$ cat src/rtl/hazard_tag_pipe.sv
// ---------------------------------------------------------------------------
// hazard_tag_pipe
//
// Purpose:
//   Produces the in-flight destination/branch tags that the hazard detector
//   compares against. The instruction entering decode is decoded (WISC-F24
//   ISA) into a small tag: does it write a register, which one, and is it a
//   control-transfer instruction. The tag then shifts through D -> X -> M -> W
//   in lock-step with the datapath pipeline registers, so the hazard detector
//   sees exactly what each datapath stage is holding.
//
// Ports:
//   clk            in   1       clock, all state updates on posedge
//   rst_n          in   1       asynchronous active-low reset
//   issue_inst     in   INST_W  instruction entering decode
//   issue_valid    in   1       issue_inst is a real instruction (0 = bubble)
//   stall          in   1       hazard stall; D receives a bubble
//   flush          in   1       taken branch/jump resolved in X; D gets a bubble
//   freeze         in   1       global hold; every stage keeps its contents
//   regWrtD/X/M/W  out  1       stage holds a register-writing instruction
//   wrtRegD/X/M/W  out  REG_W   destination register of that stage (0 if none)
//   branchInstD/X  out  1       stage holds J/JR/JAL/JALR/conditional branch
//   wr_pending_cnt out  3       number of stages D..W holding a writer (0..4)
// ---------------------------------------------------------------------------
module hazard_tag_pipe #(
    parameter int INST_W   = 16,
    parameter int REG_W    = 3,
    parameter int LINK_REG = 7
) (
    input  logic              clk,
    input  logic              rst_n,
    input  logic [INST_W-1:0] issue_inst,
    input  logic              issue_valid,
    input  logic              stall,
    input  logic              flush,
    input  logic              freeze,
    output logic              regWrtD,
    output logic              regWrtX,
    output logic              regWrtM,
    output logic              regWrtW,
    output logic [REG_W-1:0]  wrtRegD,
    output logic [REG_W-1:0]  wrtRegX,
    output logic [REG_W-1:0]  wrtRegM,
    output logic [REG_W-1:0]  wrtRegW,
    output logic              branchInstD,
    output logic              branchInstX,
    output logic [2:0]        wr_pending_cnt
);

    localparam logic [REG_W-1:0] LINK = REG_W'(LINK_REG);

    // Write tag carried by every stage. The branch flag only matters in D and
    // X (it is resolved in X), so it is kept separately for those two stages.
    typedef struct packed {
        logic             wr;
        logic [REG_W-1:0] rd;
    } wtag_t;

    // Where the destination register of the decoded instruction comes from.
    typedef enum logic [2:0] {
        SRC_NONE,
        SRC_RD75,
        SRC_RD42,
        SRC_RD108,
        SRC_LINK
    } rdSrc_t;

    logic [4:0] opcode;
    rdSrc_t     rdSrc;
    logic       decBr;
    wtag_t      decTag;

    wtag_t stageD, stageX, stageM, stageW;
    logic  brD, brX;

    wtag_t nextD, nextX, nextM, nextW;
    logic  nextBrD, nextBrX;
    logic  insertBubble;
    logic [2:0] nextCnt;

    // Bits [1:0] never name a register in any format; they are deliberately
    // left out of the decode.
    logic unusedInstBits;
    assign unusedInstBits = ^issue_inst[1:0];

    assign opcode = issue_inst[15:11];

    // Opcode classification. Only the opcode picks the register field; the
    // field itself is extracted afterwards so a non-writer always carries rd=0.
    always_comb begin
        rdSrc = SRC_NONE;
        decBr = 1'b0;
        casez (opcode)
            5'b010??,
            5'b101??,
            5'b10001: rdSrc = SRC_RD75;
            5'b11011,
            5'b11010,
            5'b11001,
            5'b111??: rdSrc = SRC_RD42;
            5'b10011,
            5'b11000,
            5'b10010: rdSrc = SRC_RD108;
            5'b00110,
            5'b00111: begin
                rdSrc = SRC_LINK;
                decBr = 1'b1;
            end
            5'b00100,
            5'b00101,
            5'b011??: decBr = 1'b1;
            default:  rdSrc = SRC_NONE;
        endcase
    end

    // Turn the classification into the tag that enters D.
    always_comb begin
        decTag.wr = (rdSrc != SRC_NONE);
        decTag.rd = '0;
        case (rdSrc)
            SRC_RD75:  decTag.rd = issue_inst[7:5];
            SRC_RD42:  decTag.rd = issue_inst[4:2];
            SRC_RD108: decTag.rd = issue_inst[10:8];
            SRC_LINK:  decTag.rd = LINK;
            default:   decTag.rd = '0;
        endcase
    end

    // Next stage contents. Freeze wins over everything: the sources of flush
    // and stall hold those signals while frozen, so ignoring them here loses
    // nothing. Otherwise the pipe shifts and D takes either a bubble or the
    // freshly decoded tag. A flush only kills D; the branch resolving in X
    // keeps moving into M.
    always_comb begin
        insertBubble = flush | stall | ~issue_valid;
        nextD   = stageD;
        nextX   = stageX;
        nextM   = stageM;
        nextW   = stageW;
        nextBrD = brD;
        nextBrX = brX;
        if (!freeze) begin
            nextW   = stageM;
            nextM   = stageX;
            nextX   = stageD;
            nextBrX = brD;
            if (insertBubble) begin
                nextD   = '0;
                nextBrD = 1'b0;
            end else begin
                nextD   = decTag;
                nextBrD = decBr;
            end
        end
    end

    // The pending-write count is registered alongside the stages, so it is
    // computed from the next stage contents rather than the current ones.
    always_comb begin
        nextCnt = {2'b00, nextD.wr} + {2'b00, nextX.wr}
                + {2'b00, nextM.wr} + {2'b00, nextW.wr};
    end

    // Stage registers and the pending-write counter.
    always_ff @(posedge clk or negedge rst_n) begin
        if (!rst_n) begin
            stageD         <= '0;
            stageX         <= '0;
            stageM         <= '0;
            stageW         <= '0;
            brD            <= 1'b0;
            brX            <= 1'b0;
            wr_pending_cnt <= '0;
        end else begin
            stageD         <= nextD;
            stageX         <= nextX;
            stageM         <= nextM;
            stageW         <= nextW;
            brD            <= nextBrD;
            brX            <= nextBrX;
            wr_pending_cnt <= nextCnt;
        end
    end

    assign regWrtD     = stageD.wr;
    assign regWrtX     = stageX.wr;
    assign regWrtM     = stageM.wr;
    assign regWrtW     = stageW.wr;
    assign wrtRegD     = stageD.rd;
    assign wrtRegX     = stageX.rd;
    assign wrtRegM     = stageM.rd;
    assign wrtRegW     = stageW.rd;
    assign branchInstD = brD;
    assign branchInstX = brX;

endmodule

$ cat config.mk
export PLATFORM = sky130hd
export DESIGN_NAME = hazard_tag_pipe
export DESIGN_NICKNAME = d
export VERILOG_FILES = /design/src/rtl/hazard_tag_pipe.sv
export SDC_FILE = /design/constraint.sdc
export NUM_CORES = 1
export LEC_CHECK = 0
export ABC_AREA = 1
export BUFFER_PORTS_ARGS = -buffer_cell sky130_fd_sc_hd__buf_4
export CORE_MARGIN = 2
export CORE_UTILIZATION = 49
export DETAILED_ROUTE_END_ITERATION = 16
export PLACE_DENSITY_LB_ADDON = 0.2
export SLEW_MARGIN = 10
export SYNTH_ARGS = -nofsm -noshare
export SYNTH_HDL_FRONTEND = slang
export SYNTH_SLANG_ARGS = --single-unit
$ cat constraint.sdc
create_clock -name clk -period 4.3 [get_ports clk]
set_clock_uncertainty 0.05 [all_clocks]
set_input_delay 0.645 -clock clk [delete_from_list [all_inputs] [get_ports clk]]
set_output_delay 0.645 -clock clk [all_outputs]
set_load 0.05 [all_outputs]
==> results of run 1 <==
## cell type report
class                           count  area [µm²]  share of cell area
Clock buffer                        4        26.3              0.0195
Tap cell                           27        33.8              0.0250
Multi-Input combinational cell     79         382               0.283
Timing Repair Buffer               40         300               0.222
Inverter                           22        82.6              0.0612
Sequential cell                    21         526               0.389
## power groups by stage
stage | Clock (mW) | Combinational, mW | Sequential [mW]
2_1_floorplan | 0 | 0.0316 | 0.275
3_5_place_dp | 0 | 0.134 | 0.222
4_1_cts | 0.0961 | 0.135 | 0.219
5_1_grt | 0.105 | 0.145 | 0.221
3_3_place_gp | 0 | 0.132 | 0.222
6_report | 0.0929 | 0.133 | 0.219
## stage by stage
stage | utilization | worst slack [ps]
after floorplan | - | 1960
after global placement | 0.682 | 1720
after detailed placement | 0.682 | 1710
after CTS | 0.695 | 2020
after global routing | 0.695 | 1830
final | 0.695 | 2020
## logic make-up after synthesis
| logic type | count (synthesis) |
|---|---|
| AND/OR/NAND/NOR | 64 |
| AO/OA/AOI/OAI | 11 |
| XOR/XNOR | 1 |
| buffers and inverters | 25 |
| flip-flops | 21 |
| adder cells (fa/ha/maj) | 3 |
## synth_stat cells (all sizes together)
library cell	number	area, µm²
dfrtp	21	526
fa	1	20.0
nand3	16	80.1
nand2	41	159
xor2	1	8.76
nand4	1	6.26
ha	2	25.0
buf	1	5.00
o21ai	11	55.1
clkbuf	2	7.51
nor2	5	21.3
or2	1	6.26
inv	22	82.6
## registers in the layout (all words and copies together), names as in the netlist, 3 cells and up
name / count
wrtRegD: 3
wrtRegM: 3
wrtRegW: 3
wr_pending_cnt: 3
wrtRegX: 3
## routing by layer
| layer | up-vias | routed length (µm) | global-route usage |
|---|---|---|---|
| met5 | - | 0 | 0 |
| met1 | 424 | 892 | 0.240 |
| li1 | 464 | - | - |
| met4 | 0 | 13 | 0.0381 |
| met3 | 4 | 120 | 0.0460 |
| met2 | 32 | 1010 | 0.340 |
## path summary, 6_finish.rpt
path,startpoint,endpoint,slack (ps),depth (start not counted)
setup / recovery,freeze,wr_pending_cnt[1],2020,8
hold / removal,rst_n,wrtRegM[2],150,1
setup reg to reg,regWrtW,wr_pending_cnt[1],2440,6
hold reg to reg,wrtRegW[0],wrtRegW[0],450,2
max in group asynchronous,rst_n,wr_pending_cnt[0],3840,1
min in group clk,wrtRegW[0],wrtRegW[0],450,2
==> out/qor.csv, run 1 <==
stage,metric,value,unit
run_status,status,completed,
sta,TNS Setup,0,ps
detailed_routing,vias,924,
pwr,register share of total power,0.491,
final_layout,Non-Filler Instances,193,
clock_tree,clk buf depth,2,
grt,remaining global-route overflow,0,
place,GPL Wtd Cong,0.808,
sta,Max Clk Rate,438,MHz
floorplanning,FP Rows,16,
setup_path,worst path cell trace,"buf_4, inv_1, or2_2, o21ai_1, fa_1, inv_1, ha_1, ha_1",
clock_tree,Clock Root Buffer,clkbuf_4,
clock_tree,H-tree Lvls,1,
pwr,"Power, Total",445,µW
synthesis,largest family of logic cells by synthesized area,simple AND/OR/NAND/NOR gates,
grt,vias in the first global route,871,
sta,max-slew violations,0,
clock_tree,TritonCTS clock tree,built,
grt,pin count of the biggest net entering global routing,23,
grt,global-route wire length before repair,3640,µm
synthesis,synthesized-area fraction occupied by adder cells,0.0449,
synthesis,Compound-Gate Fraction of Synth Area,0.0549,
grt,Tot GR Track Use,0.193,
setup_path,CP Class,in -> reg,
sta,Worst slew margin,0.750,
sta,Slew @ Worst Pin,374,ps
pwr,Worst VDD drop,0.268,mV
floorplanning,die area,2420,µm²
synthesis,Mapped Cells,125,
pwr,leakage power,0.780,nW
clock_tree,CTS sink cnt,21,
synthesis,simple-gate portion of the synthesized area,0.272,
sta,crit share post-route,0.531,
setup_path,Crit path buffers/inverters,3,
synthesis,register area share after synthesis,0.524,
synthesis,Yosys warnings,0,
final_layout,Area Growth Syn to Fin,34.7,%
pwr,Clock Power Share,0.209,
sta,Finish-stage setup viols,0,
floorplanning,CORE AREA,1940,µm²
clock_tree,clk slew on worst S/H paths,110,ps
detailed_routing,antenna-violating nets left,0,
clock_tree,Num CTS Buffers,3,
pwr,switching share of total power,0.347,
sta,Min Hold Slack,150,ps
sta,final worst path period need,2280,ps
setup_path,Crit Path Max Fanout,22,
setup_path,CP startpoint kind,input pin,
detailed_routing,DRT Pass-1 Iters,4,
clock_tree,number of setup buffers added after CTS,0,
setup_path,Crit path max-delay family,adder cells,
floorplanning,width of the die,49.2,µm
floorplanning,Initial Utilization,0.516,
clock_tree,Skew-Pair Late Insertion Delay,300,ps
synthesis,Synth Area in XOR/XNOR,0.00874,
setup_path,Critical Path End Type,register,
hold_path,Hold Path Class,in -> async,
grt,initial antenna violation count,0,
synthesis,mapped cell area,1000,µm²
synthesis,Syn Area/Cell,8.02,µm²
flow_run,max-capacitance violation count,0,
place,DP Cell Count,189,
clock_tree,CTS resizes,0,
setup_path,"slowest stage delay, CP",450,ps
place,DP HPWL,1560,µm
detailed_routing,average vias per placed instance,4.79,
setup_path,CP max stage cell,fa_1,
detailed_routing,DR iter-0 viols,20,
final_layout,final instance area,1350,µm²
place,Buffers on Ports,40,
synthesis,Post-Syn Nets,150,
floorplanning,boundary pin count,43,
final_layout,# fillers,162,
setup_path,Critical Path RT,4440,ps
pwr,P_sw,154,µW
place,Post-DP Area,1320,µm²
pwr,Internal,291,µW
final_layout,share of cells above drive strength 1,0.313,
sta,RSZ-0062 raised after global routing,no,
floorplanning,Die Ht,49.2,µm
final_layout,"commonest cells after routing, fill and taps aside","buf_4, nand2_1, dfrtp_1",
setup_path,CP Data Arrival Time,2420,ps
synthesis,post-synthesis mux area share,0,
synthesis,Cell variety after synth,17,
clock_tree,# hold bufs at CTS,0,
pwr,PD cells,330,nW/µm²
detailed_routing,final WL,2040,µm
detailed_routing,Remaining DRCs,0,
sta,total count of hold-check failures in the final report,0,
final_layout,diodes inserted,0,
pwr,Logic pwr share,0.300,
final_layout,"commonest non-fill, non-tap cell in the layout",buf_4,
detailed_routing,WL/cell,10.6,µm
final_layout,nets@finish,192,
synthesis,"flops & latches, synth",21,
Power figures use the tool's default switching activity.
==> run 2: changes to the inputs <==
CORE_UTILIZATION = 46   (was 49)
clock period = 2.4 ns   (was 4.3 ns; I/O delays follow)
==> out/qor.csv, run 2 (synthesis gave the netlist of run 1 again) <==
stage,metric,value,unit,change
grt,Tot GR Track Use,0.182,,-0.0110
clock_tree,clk buf depth,2,,unchanged
clock_tree,Skew-Pair Late Insertion Delay,290,ps,about the same
setup_path,r2r endpoint,wr_pending_cnt[1],,
run_status,status,completed,,
sta,TNS Setup,0,ps,unchanged
pwr,Clock Power Share,0.202,,-0.007
pwr,Logic pwr share,0.306,,+0.006
setup_path,CP startpoint kind,input pin,,
sta,Slew @ Worst Pin,311,ps,-63.0 ps
setup_path,CP Data Arrival Time,2110,ps,-310 ps
sta,RSZ-0062 raised after global routing,no,,
detailed_routing,antenna-violating nets left,0,,unchanged
setup_path,CP Class,in -> reg,,
sta,total count of hold-check failures in the final report,0,,unchanged
detailed_routing,final WL,2080,µm,+2.1%
detailed_routing,WL/cell,10.6,µm,+0.55%
hold_path,Min-Delay Endpoint,branchInstD,,
pwr,P_sw,271,µW,+76%
grt,remaining global-route overflow,0,,unchanged
hold_path,hold path cells,3,,
hold_path,HP Start,issue_inst[13],,
detailed_routing,DRT Pass-1 Iters,3,,-1
hold_path,Hold Path Class,in -> reg,,
detailed_routing,average vias per placed instance,4.71,,-1.6%
floorplanning,FP Rows,16,,unchanged
clock_tree,number of setup buffers added after CTS,0,,unchanged
final_layout,Non-Filler Instances,196,,+1.6%
floorplanning,die area,2570,µm²,+6.0%
final_layout,share of cells above drive strength 1,0.320,,+0.00627
detailed_routing,Remaining DRCs,0,,unchanged
clock_tree,H-tree Lvls,1,,unchanged
setup_path,Worst R2R Path Depth,6,,unchanged
pwr,Internal,525,µW,+80%
floorplanning,CORE AREA,2000,µm²,+3.1%
flow_run,max-capacitance violation count,0,,unchanged
sta,max-slew violations,0,,unchanged
clock_tree,TritonCTS clock tree,built,,
place,GPL Wtd Cong,0.755,,-6.6%
pwr,register share of total power,0.492,,about the same
detailed_routing,vias,923,,-0.11%
setup_path,Crit Path Max Fanout,4,,-82%
final_layout,diodes inserted,0,,unchanged
pwr,leakage power,0.794,nW,+1.8%
floorplanning,Initial Utilization,0.501,,-0.0155
setup_path,start point of the critical path,issue_inst[13],,
pwr,Worst VDD drop,0.329,mV,+23%
grt,initial antenna violation count,0,,unchanged
grt,pin count of the biggest net entering global routing,23,,unchanged
final_layout,final instance area,1380,µm²,+1.9%
sta,Worst slew margin,0.790,,+0.0401
sta,Finish-stage setup viols,0,,unchanged
setup_path,R2R Setup Slk,570,ps,-1870 ps
clock_tree,CTS sink cnt,21,,unchanged
floorplanning,boundary pin count,43,,unchanged
pwr,switching share of total power,0.341,,-0.00563
final_layout,Area Growth Syn to Fin,37.2,%,
clock_tree,Num CTS Buffers,3,,unchanged
setup_path,reg-to-reg startpoint,regWrtW,,
final_layout,"commonest non-fill, non-tap cell in the layout",buf_4,,
setup_path,Critical Path End Type,register,,
pwr,PD cells,579,nW/µm²,+76%
setup_path,Critical Path RT,2540,ps,-1900 ps
clock_tree,Clock Root Buffer,clkbuf_4,,
grt,vias in the first global route,887,,+1.8%
place,Post-DP Area,1340,µm²,+1.1%
place,DP HPWL,1670,µm,+7.0%
place,Buffers on Ports,40,,unchanged
final_layout,nets@finish,195,,+1.6%
sta,Max Clk Rate,508,MHz,
floorplanning,width of the die,50.7,µm,+2.9%
floorplanning,Die Ht,50.7,µm,+2.9%
place,DP Cell Count,191,,+1.1%
sta,final worst path period need,1970,ps,
sta,crit share post-route,0.821,,
final_layout,"commonest cells after routing, fill and taps aside","buf_4, nand2_1, dfrtp_1",,
grt,global-route wire length before repair,3500,µm,-3.8%
detailed_routing,DR iter-0 viols,15,,-25%
clock_tree,clk slew on worst S/H paths,110,ps,about the same
==> run 2: cell count changes in the layout (fill, tap and decap cells not counted), sizes merged <==
cell and delta:
dlygate4sd3 +1, buf +2
==> run 2: worst max-delay path by stage <==
| stage | endpoint | depth (start not counted) |
|---|---|---|
| global route | wr_pending_cnt[1] | 15 |
| finish | wr_pending_cnt[1] | 13 |
| detailed placement | wr_pending_cnt[1] | 15 |
| floorplan | wr_pending_cnt[1] | 13 |
| CTS | wr_pending_cnt[1] | 15 |
| global placement | wr_pending_cnt[1] | 15 |
==> run 2: power groups by stage <==
| stage | clock network [mW] | registers, mW | logic, mW |
|---|---|---|---|
| 3_3_place_gp | 0 | 0.398 | 0.240 |
| 4_1_cts | 0.170 | 0.392 | 0.246 |
| 2_1_floorplan | 0 | 0.492 | 0.0566 |
| 5_1_grt | 0.190 | 0.395 | 0.262 |
| 6_report | 0.161 | 0.391 | 0.243 |
| 3_5_place_dp | 0 | 0.399 | 0.245 |
==> run 2: stage by stage <==
stage	total power [mW]	hold slack, ps	setup WS [ps]	util
detailed placement	0.644	208	103	0.669
floorplan	0.548	14.4	343	-
CTS	0.808	276	429	0.687
global placement	0.638	200	136	0.669
global route	0.847	278	302	0.687
finish	0.796	287	430	0.687
==> run 2: area by class of cell <==
class	instances	area (µm²)
clock buffer	4	26.3
fill	185	627
inverter	22	82.6
multi-input combinational	79	382
sequential	21	526
tap	27	33.8
timing repair buffer	43	325
==> run 2: critical path, stage by stage <==
cell and delay (ps):
buf_4 120, inv_2 60, nand2_1 70, nor2_2 170, nand2_1 70, nand3_1 80, nand2_1 60, nand2_2 70
inv_2 40, fa_1 520, inv_1 40, ha_1 170, ha_1 260
==> run 2: routing by layer <==
layer / share of wire / wire length, µm / track usage / vias to the layer above
met5: 0 / 0 / 0 / -
met4: 0.013 / 27 / 0.108 / 0
met3: 0.052 / 109 / 0.0238 / 2
met2: 0.52 / 1070 / 0.327 / 31
met1: 0.42 / 871 / 0.203 / 416
li1: - / - / - / 474
==> run 2: timing repair <==
item,4_1_cts,5_1_grt
endpoints found under the setup margin,0,0
endpoints found under the hold margin,21,0
resized for setup,0,0
hold buffers,1,0
